**config.mk**
```make
export PLATFORM = sky130hd
export DESIGN_NAME = uart_tx_arbiter
export DESIGN_NICKNAME = d
export VERILOG_FILES = /design/src/rtl/uart_tx_arbiter_pkg.sv /design/src/rtl/uart_tx_arbiter_rr_pick.sv /design/src/rtl/uart_tx_arbiter.sv
export SDC_FILE = /design/constraint.sdc
export NUM_CORES = 1
export LEC_CHECK = 0
export BUFFER_PORTS_ARGS = -buffer_cell sky130_fd_sc_hd__clkbuf_2
export CELL_PAD_IN_SITES_DETAIL_PLACEMENT = 1
export CELL_PAD_IN_SITES_GLOBAL_PLACEMENT = 1
export CORE_MARGIN = 8
export CORE_UTILIZATION = 34
export DETAILED_ROUTE_END_ITERATION = 12
export PLACE_DENSITY_LB_ADDON = 0.1
export SLEW_MARGIN = 20
export SYNTH_ARGS = -nofsm -noshare
export SYNTH_HDL_FRONTEND = slang
export SYNTH_SLANG_ARGS = --single-unit
```
**constraint.sdc**
```tcl
create_clock -name hw_clk -period 1.7 [get_ports hw_clk]
set_input_delay 0.51 -clock hw_clk [delete_from_list [all_inputs] [get_ports hw_clk]]
set_output_delay 0.51 -clock hw_clk [all_outputs]
set_load 0.01 [all_outputs]
```
**src/rtl/uart_tx_arbiter_pkg.sv**
```systemverilog
// Shared definitions for the UART transmit arbiter: FSM state encoding and timeout counter width.
package uart_tx_arbiter_pkg;

  typedef enum logic [1:0] {
    ST_IDLE   = 2'd0,
    ST_ACCEPT = 2'd1,
    ST_SEND   = 2'd2,
    ST_DRAIN  = 2'd3
  } state_e;

  localparam int TMO_W = 11;

endpackage

```
**src/rtl/uart_tx_arbiter_rr_pick.sv**
```systemverilog
// Combinational requester picker: lowest index at or after ptr wins, wrapping at NUM_REQ-1.
// With UART_ARB_FIXED_PRIO_EN defined the pointer is ignored and index 0 always has top priority.
module uart_tx_arbiter_rr_pick
  import uart_tx_arbiter_pkg::*;
#(
  parameter int NUM_REQ = 4,
  parameter int IDX_W   = 2
) (
  input  logic [NUM_REQ-1:0] req,
  input  logic [IDX_W-1:0]   ptr,
  output logic [IDX_W-1:0]   idx,
  output logic               any_req
);

  logic [IDX_W-1:0] ptr_eff;
  logic [IDX_W-1:0] cand;

`ifdef UART_ARB_FIXED_PRIO_EN
  logic unused_ptr;
  assign unused_ptr = ^ptr;
  assign ptr_eff    = '0;
`else
  assign ptr_eff = ptr;
`endif

  // Walk from the farthest candidate back to the pointer so the nearest one is assigned last.
  always_comb begin
    idx     = '0;
    any_req = 1'b0;
    cand    = '0;
    for (int k = NUM_REQ - 1; k >= 0; k--) begin
      cand = IDX_W'((int'(ptr_eff) + k) % NUM_REQ);
      if (req[cand]) begin
        idx     = cand;
        any_req = 1'b1;
      end
    end
  end

endmodule

```
**src/rtl/uart_tx_arbiter.sv**
```systemverilog
// Shares one 8N1 UART serializer between NUM_REQ requesters with round-robin + packet lock
// (strict fixed priority when UART_ARB_FIXED_PRIO_EN is defined). Outputs are registered.
module uart_tx_arbiter
  import uart_tx_arbiter_pkg::*;
#(
  parameter int NUM_REQ  = 4,
  parameter int IDX_W    = 2,
  parameter int BUSY_TMO = 2047
) (
  input  logic                 hw_clk,
  input  logic                 rst_n,
  input  logic [NUM_REQ-1:0]   req_valid,
  input  logic [8*NUM_REQ-1:0] req_data,
  input  logic [NUM_REQ-1:0]   req_last,
  output logic [NUM_REQ-1:0]   req_ready,
  output logic [7:0]           tx_byte,
  output logic                 tx_send,
  input  logic                 tx_busy,
  output logic [IDX_W-1:0]     grant_idx,
  output logic                 locked,
  output logic                 tmo_err
);

  localparam logic [TMO_W-1:0] TMO_LAST = TMO_W'(BUSY_TMO - 1);

  state_e               state_q, state_d;
  logic [IDX_W-1:0]     grant_q, grant_d;
  logic [7:0]           byte_q, byte_d;
  logic                 locked_q, locked_d;
  logic [TMO_W-1:0]     cnt_q, cnt_d;
  logic                 arm_q, arm_d;
  logic [NUM_REQ-1:0]   ready_q, ready_d;
  logic                 send_q, send_d;
  logic                 tmo_q, tmo_d;

  logic [IDX_W-1:0]     ptr;
  logic [IDX_W-1:0]     pick_idx;
  logic                 pick_any;
  logic [7:0]           data_arr [NUM_REQ];

  for (genvar g = 0; g < NUM_REQ; g++) begin : g_unpack
    assign data_arr[g] = req_data[8*g +: 8];
  end

  uart_tx_arbiter_rr_pick #(
    .NUM_REQ (NUM_REQ),
    .IDX_W   (IDX_W)
  ) u_pick (
    .req     (req_valid),
    .ptr     (ptr),
    .idx     (pick_idx),
    .any_req (pick_any)
  );

`ifdef UART_ARB_FIXED_PRIO_EN
  assign ptr = '0;
`else
  localparam logic [IDX_W-1:0] LAST_IDX = IDX_W'(NUM_REQ - 1);

  logic [IDX_W-1:0] ptr_q, ptr_d;

  // Pointer only moves once a whole packet has gone out.
  always_comb begin
    ptr_d = ptr_q;
    if (state_q == ST_DRAIN && !tx_busy && !locked_q) begin
      ptr_d = (grant_q == LAST_IDX) ? '0 : grant_q + 1'b1;
    end
  end

  always_ff @(posedge hw_clk or negedge rst_n) begin
    if (!rst_n) ptr_q <= '0;
    else        ptr_q <= ptr_d;
  end

  assign ptr = ptr_q;
`endif

  always_comb begin
    state_d  = state_q;
    grant_d  = grant_q;
    byte_d   = byte_q;
    locked_d = locked_q;
    cnt_d    = cnt_q;
    arm_d    = arm_q;
    ready_d  = '0;
    send_d   = 1'b0;
    tmo_d    = 1'b0;
    case (state_q)
      ST_IDLE: begin
        if (!tx_busy) begin
          if (locked_q) begin
            if (req_valid[grant_q]) state_d = ST_ACCEPT;
          end else if (pick_any) begin
            grant_d = pick_idx;
            state_d = ST_ACCEPT;
          end
        end
      end
      ST_ACCEPT: begin
        ready_d[grant_q] = 1'b1;
        byte_d           = data_arr[grant_q];
        locked_d         = ~req_last[grant_q];
        cnt_d            = '0;
        arm_d            = 1'b0;
        state_d          = ST_SEND;
      end
      ST_SEND: begin
        // arm_q records a low tx_busy seen in SEND, so only a fresh rising edge completes the handshake.
        if (tx_busy && arm_q) begin
          state_d = ST_DRAIN;
        end else if (cnt_q == TMO_LAST) begin
          tmo_d    = 1'b1;
          locked_d = 1'b0;
          state_d  = ST_IDLE;
        end else begin
          send_d = 1'b1;
          cnt_d  = cnt_q + 1'b1;
          if (!tx_busy) arm_d = 1'b1;
        end
      end
      ST_DRAIN: begin
        if (!tx_busy) state_d = ST_IDLE;
      end
      default: state_d = ST_IDLE;
    endcase
  end

  always_ff @(posedge hw_clk or negedge rst_n) begin
    if (!rst_n) begin
      state_q  <= ST_IDLE;
      grant_q  <= '0;
      byte_q   <= '0;
      locked_q <= 1'b0;
      cnt_q    <= '0;
      arm_q    <= 1'b0;
      ready_q  <= '0;
      send_q   <= 1'b0;
      tmo_q    <= 1'b0;
    end else begin
      state_q  <= state_d;
      grant_q  <= grant_d;
      byte_q   <= byte_d;
      locked_q <= locked_d;
      cnt_q    <= cnt_d;
      arm_q    <= arm_d;
      ready_q  <= ready_d;
      send_q   <= send_d;
      tmo_q    <= tmo_d;
    end
  end

  assign req_ready = ready_q;
  assign tx_byte   = byte_q;
  assign tx_send   = send_q;
  assign grant_idx = grant_q;
  assign locked    = locked_q;
  assign tmo_err   = tmo_q;

endmodule

```
==> metrics.md, run 1 <==
| Metric | Value |
|---|---|
| Status | completed |
| Post-DP HPWL | slightly above 4000 µm |
| Setup TNS | 0 ps |
| Post-Route WL | 5160 µm |
| Port bufs | 59 |
| Proportion of netlist area held by the largest area contributor | ~46% |
| Fmax | roughly 0.60 GHz |
| Clock root buffer | clkbuf_8 |
| Clk pwr share | 19.1% |
| Ys async rst share | 100% |
| Syn-to-layout area delta | 36.4% |
| Row cnt | 26 |
| # DRC | 0 |
| Max-slew violation count | 0 |
| Switching power | 1.32 mW |
| Max H-tree Level | 2 |
| Die area | 7900 µm² |
| Vias per cell | 5.10 |
| Max cap viols | 0 |
| CP Max Fanout | 8 |
| Final net count | 304 |
| Post-synth EDFFs | 0 |
| Core ar. | 5110 µm² |
| Crit. End Element | flop |
| Least-Margin Pin Slew | 558 ps |
| GRT Total Usage | 14.6% |
| Clock Latency Late Sink | between 200 and 300 ps |
| Final worst slack | around 43 ps |
| Vias | 1662 |
| Filler cells | 603 |
| Yosys warns | 0 |
| Clock Skew | 8.66 ps |
| TritonCTS clock tree | yes |
| Register area share after synthesis | 45.7% |
| Number of global-route vias before repair | 1899 |
| Dpl cells | approximately 320 |
| Die height | about 89 µm |
| CTS buffer count | 5 |
| HP Class | in -> async |
| Worst vdd ir | approximately 0.58 mV |
| Synth top area cells | dfrtp_1 (46%), mux4_2 (12%), nand2_1 (7.7%) |
| Worst setup SP type | flop |
| Syn Nets | ~220 |
| CTS Sinks | 33 |
| Rel. slew slack | a little over three fifths |
| Gr ovfl total | 0 |
| Net Sw Frac | 37.5% |
| Post-synthesis instance total | 173 |
| Final setup fails | 0 |
| Ratio of cells with drive above 1 in the final layout | 42.2% |
| Combinational Power Share | 44.7% |
| Sequential power share | ~36% |
| Synth area leader | dfrtp_1 |
| Syn_area_per_cell | 10.4 µm² |
| Clock transition at path regs | 70 ps |
| Largest net degree at the start of global routing | 20 |
| Routed Antenna Nets | 0 |
| #FFs+latches synth | 33 |
| I/O pin cnt | 60 |
| Min Tclk post-route | approximately 1700 ps |
| RSZ-0062 raised after global routing | false |
| Synth cell count leaders | nand2_1 (37), dfrtp_1 (33), a21oi_1 (10), mux4_2 (10) |
| Post-synth cell types | 36 |
| CP required | between 1500 and 2000 ps |
| Clock Tree Buf Depth | 2 |
| Lkg Pwr | about 1.2 nW |
| Int Power | about 2.2 mW |
| Initial Util | 35.4% |
| Pwr Density | ~1400 nW/µm² |
| Final cell count without fillers | ~330 |
| Top_reg_cell synth | dfrtp_1 |
| Final period utilization | a little over nine tenths |
| Cell with the most instances after synthesis | nand2_1 |
| Final core utilization | just under 50% |
| Die width | 88.9 µm |
| Drt pass-1 iters | 4 |
| Critical path arrival | between 1500 and 2000 ps |
| GP Congestion | 0.814 |
| Pre-CTS setup slack | -114 ps |
| Type of the worst setup path | reg -> reg |
| # diodes | 0 |
| Post-Syn Area | 1810 µm² |
| First-pass GRT wire length | 8850 µm |
| WL per Instance | ~16 µm |
| Antenna violations before repair | 0 |
| Final hold vios | 0 |
| DRC marker count from the first detailed-route iteration | 61 |
## sequential cells by signal, indices dropped and copies added, names as in the netlist
signal / cells
arm_q: 1
cnt_q: 11
grant_idx: 2
locked: 1
ptr: 2
req_ready: 4
state_q: 2
tmo_err: 1
tx_byte: 8
tx_send: 1
## critical path, stage by stage, from the launching register on
cell     delay (ps)
dfrtp_2         460
or3_4           380
or3b_4          390
buf_4           150
nand2_1          80
o41ai_2          80
## cell usage in the layout, fill, tap and decap left out, types with 2 or more instances in the layout
| cell type | count |
|---|---|
| clkbuf_8 | 7 |
| inv_1 | 7 |
| a21oi_1 | 9 |
| mux2i_1 | 5 |
| o31ai_1 | 3 |
| or4_1 | 3 |
| o22ai_1 | 2 |
| buf_12 | 2 |
| and3_1 | 2 |
| nand2_1 | 37 |
| o21ai_0 | 8 |
| and2_1 | 4 |
| nand3_1 | 3 |
| buf_4 | 19 |
| nand4_1 | 3 |
| dfrtp_1 | 32 |
| nor3_1 | 4 |
| clkbuf_2 | 59 |
| nand2b_1 | 3 |
| nor2_1 | 8 |
| or3_1 | 2 |
| mux4_2 | 10 |
| ha_1 | 6 |
## per-layer routing
| metal | wire (µm) | up-vias | part of all wire [%] | track usage [%] |
|---|---|---|---|---|
| met2 | 2520 | 58 | 49 | 24.2 |
| li1 | - | 783 | - | - |
| met3 | 406 | 6 | 7.9 | 6.41 |
| met5 | 0 | - | 0 | 0 |
| met1 | 2180 | 815 | 42 | 16.6 |
| met4 | 55 | 0 | 1.1 | 4.15 |
## cell families (layout without fill, tap and decap cells)
family | count (synthesis) | count (layout) | share of synthesized area [%]
AOI/OAI and AO/OA | 31 | 31 | 10.8
adders and majority gates | 6 | 6 | 4.16
buffers and inverters | 12 | 95 | 2.98
DFF | 33 | 33 | 45.7
muxes | 16 | 16 | 15.9
and+or+nand+nor | 75 | 75 | 20.4
## worst paths after layout
check	startpoint	end	slack, ps	cells past startpoint
max in group asynchronous	rst_n	cnt_q[3]	1070	2
max	state_q[0]	grant_idx[0]	40	5
min reg2reg	tx_byte[5]	tx_byte[5]	480	2
min	rst_n	arm_q	160	1
max reg2reg	state_q[0]	grant_idx[0]	40	5
min in group hw_clk	tx_byte[5]	tx_byte[5]	480	2
## what timing repair did
item                       in CTS  in global routing
hold buffers                    0                  0
gates cloned                    0                  0
resized for setup               2                  3
setup endpoints to repair       2                  4
pin swaps                       1                  2
setup buffers                   0                  2
## cell type report
class / instances / area [µm²] / share of cell area, %
sequential: 33 / 827 / 33.6
clock inverter: 1 / 5.00 / 0.203
inverter: 7 / 26.3 / 1.07
tap: 70 / 87.6 / 3.56
multi-input combinational: 128 / 942 / 38.3
clock buffer: 7 / 96.3 / 3.91
timing repair buffer: 80 / 478 / 19.4
## per-stage QoR
stage	power, mW	instance area [µm²]	hold slack (ps)
global placement	2.80	2330	460
detailed placement	2.87	2330	474
finish	3.51	2460	161
CTS	3.56	2430	182
global route	3.80	2460	195
floorplan	2.21	1810	214
## power by group through the flow
stage          Clock, mW  Combinational, mW  Sequential [mW]
2_1_floorplan          0              0.884             1.33
5_1_grt            0.733               1.76             1.31
3_5_place_dp           0               1.59             1.28
3_3_place_gp           0               1.53             1.27
4_1_cts            0.693               1.60             1.27
6_report           0.670               1.57             1.27
No activity file was read; power rests on OpenSTA's default activity.
==> run 2, diff against run 1 <==
--- a/config.mk
+++ b/config.mk
@@ -5,11 +5,12 @@
 export SDC_FILE = /design/constraint.sdc
 export NUM_CORES = 1
 export LEC_CHECK = 0
-export BUFFER_PORTS_ARGS = -buffer_cell sky130_fd_sc_hd__clkbuf_2
+export BUFFER_PORTS_ARGS = -buffer_cell sky130_fd_sc_hd__buf_2
 export CELL_PAD_IN_SITES_DETAIL_PLACEMENT = 1
 export CELL_PAD_IN_SITES_GLOBAL_PLACEMENT = 1
 export CORE_MARGIN = 8
 export CORE_UTILIZATION = 34
+export CTS_CLUSTER_SIZE = 10
 export DETAILED_ROUTE_END_ITERATION = 12
 export PLACE_DENSITY_LB_ADDON = 0.1
 export SLEW_MARGIN = 20
==> run 2 against run 1 <==
Against the previous run: clock skew fell by 0.69 ps; combinational power barely moved; final area fell by 0.56%; largest cell class unchanged; sequential power barely moved; global-route usage fell by 0.20 points; via count fell by 4.0%; largest power group unchanged; hold slack improved by 86 ps; critical path type unchanged; critical endpoint unchanged; power barely moved.
==> metrics.md, run 2 (same netlist as run 1, synthesis figures left out) <==
| Metric | Value |
|---|---|
| Largest net degree at the start of global routing | 34 |
| TritonCTS clock tree | yes |
| Worst R2R End | grant_idx[0] |
| CTS Sinks | 33 |
| Die area | 7900 µm² |
| Worst hold slack | 247 ps |
| Die width | around 89 µm |
| Hold-fix buffers, CTS | 0 |
| Clock Skew | 7.97 ps |
| Die height | 88.9 µm |
| Top delay family on crit path | simple AND/OR/NAND/NOR gates |
| DRC marker count from the first detailed-route iteration | 41 |
| Final period utilization | 97.2% |
| Max H-tree Level | 2 |
| # DRC | 0 |
| Worst Reg2Reg Path Length in Cells | 3 |
| Type of the worst setup path | reg -> reg |
| Most frequent cells in the layout | buf_2 (59), nand2_1 (37), dfrtp_1 (31), buf_4 (21) |
| CP required | ~1900 ps |
| CP Depth | 3 |
| Crit. End Element | flop |
| Number of flip-flops in the largest register | 11 |
| GRT Total Usage | 14.4% |
| Drt pass-1 iters | 4 |
| Setup TNS | 0 ps |
| Filler cells | between 600 and 700 |
| Clock root buffer | clkbuf_8 |
| Commonest non-fill, non-tap cell in the layout | buf_2 |
| Worst vdd ir | 0.534 mV |
| Final hold vios | 0 |
| # diodes | 0 |
| Min Tclk post-route | 1650 ps |
| Ratio of cells with drive above 1 in the final layout | ~42% |
| Vias | 1595 |
| Row cnt | 26 |
| M1 WL | 2280 µm |
| Slowest-stage cell, CP | dfrtp_2 |
| Vias per cell | 4.88 |
| Number of buffers and inverters on the critical path | 0 |
| Least-Margin Pin Slew | 546 ps |
| Final core utilization | 47.9% |
| HP Class | in -> async |
| Max-slew violation count | 0 |
| Routed Antenna Nets | 0 |
| Gr ovfl total | 0 |
| Initial Util | 35.4% |
| Crit path cell chain | or3_4, or3b_4, o41ai_2 |
| CP Max Fanout | 8 |
| I/O pin cnt | 60 |
| Pwr Density | ~1400 nW/µm² |
| Clock Latency Late Sink | 290 ps |
| Clock transition at path regs | 70 ps |
| Biggest register | cnt_q |
| Final net count | 305 |
| Max incr delay on CP | 450 ps |
| Port bufs | 59 |
| Core ar. | 5110 µm² |
| Top sig layer | met4 |
| RSZ-0062 raised after global routing | true |
| Fmax | about 0.6 GHz |
| Area post-placement | 2320 µm² |
| GP Congestion | 0.739 |
| Met3 WL post-DR | about 360 µm |
| Final setup fails | 0 |
| Cell area after layout | roughly 2400 µm² |
| WL per Instance | 15.4 µm |
| Max cap viols | 0 |
| First-pass GRT wire length | 8830 µm |
| Worst setup SP type | flop |
| Post-Route WL | 5020 µm |
| Final worst slack | 48.1 ps |
| Number of global-route vias before repair | 1859 |
| Reg-to-reg setup timing slack | 50 ps |
| Status | completed |
| Clock Tree Buf Depth | 2 |
| Antenna violations before repair | 0 |
| CTS buffer count | 5 |
| Lkg Pwr | around 1.2 nW |
| Met2 routed WL | roughly 2300 µm |
| Post-DP HPWL | 3950 µm |
| Pre-CTS setup slack | -110 ps |
| Critical path arrival | 1830 ps |
| Syn-to-layout area delta | 35.6% |
| Worst R2R Start | state_q[0] |
| Rel. slew slack | 63.6% |
run 2: cell types whose count changed in the layout (fill, tap and decap cells not counted), sizes merged:
cell,before,now
buf,21,81
clkbuf,66,7
run 2: power breakdown:
| part | switching, mW | internal (mW) | total [mW] |
|---|---|---|---|
| clock | 0.290 | 0.366 | 0.656 |
| combinational | 0.792 | 0.800 | 1.59 |
| sequential | 0.213 | 1.05 | 1.26 |
| total | 1.29 | 2.21 | 3.51 |
run 2: worst max path at each step:
stage	start	end
finish	state_q[0]	grant_idx[0]
detailed placement	tx_busy	grant_idx[0]
global placement	tx_busy	grant_idx[0]
CTS	cnt_q[1]	cnt_q[7]
global route	cnt_q[1]	cnt_q[8]
floorplan	state_q[1]	grant_idx[0]
run 2: worst reg2reg max path, stage by stage (launching register included):
cell and delay (ps):
dfrtp_2 450, or3_4 380, or3b_4 380, o41ai_2 340
run 2: timing repair:
action                                  CTS  global route
gates resized for setup                   0             4
endpoints found under the setup margin    0             7
setup buffers                             0             2
run 2: cell type report:
cell class                      count  area (µm²)  share of cell area (%)
Timing Repair Buffer               81         473                    19.3
Sequential cell                    33         828                    33.8
Inverter                            7        26.3                    1.07
Tap cell                           70        87.6                    3.58
Clock buffer                        7        96.3                    3.93
Clock inverter                      1        5.00                   0.204
Multi-Input combinational cell    128         932                    38.1
run 2: metal layers:
metal,vias up,GRT usage [%]
li1,785,-
met1,758,17.4
met2,46,22.9
met3,6,5.85
met4,0,4.15
met5,-,0
run 2: per-stage QoR:
stage               cells  power [mW]
floorplan             173        2.21
global placement      317        2.81
detailed placement    317        2.87
CTS                   325        3.55
global route          327        3.83
finish                327        3.51
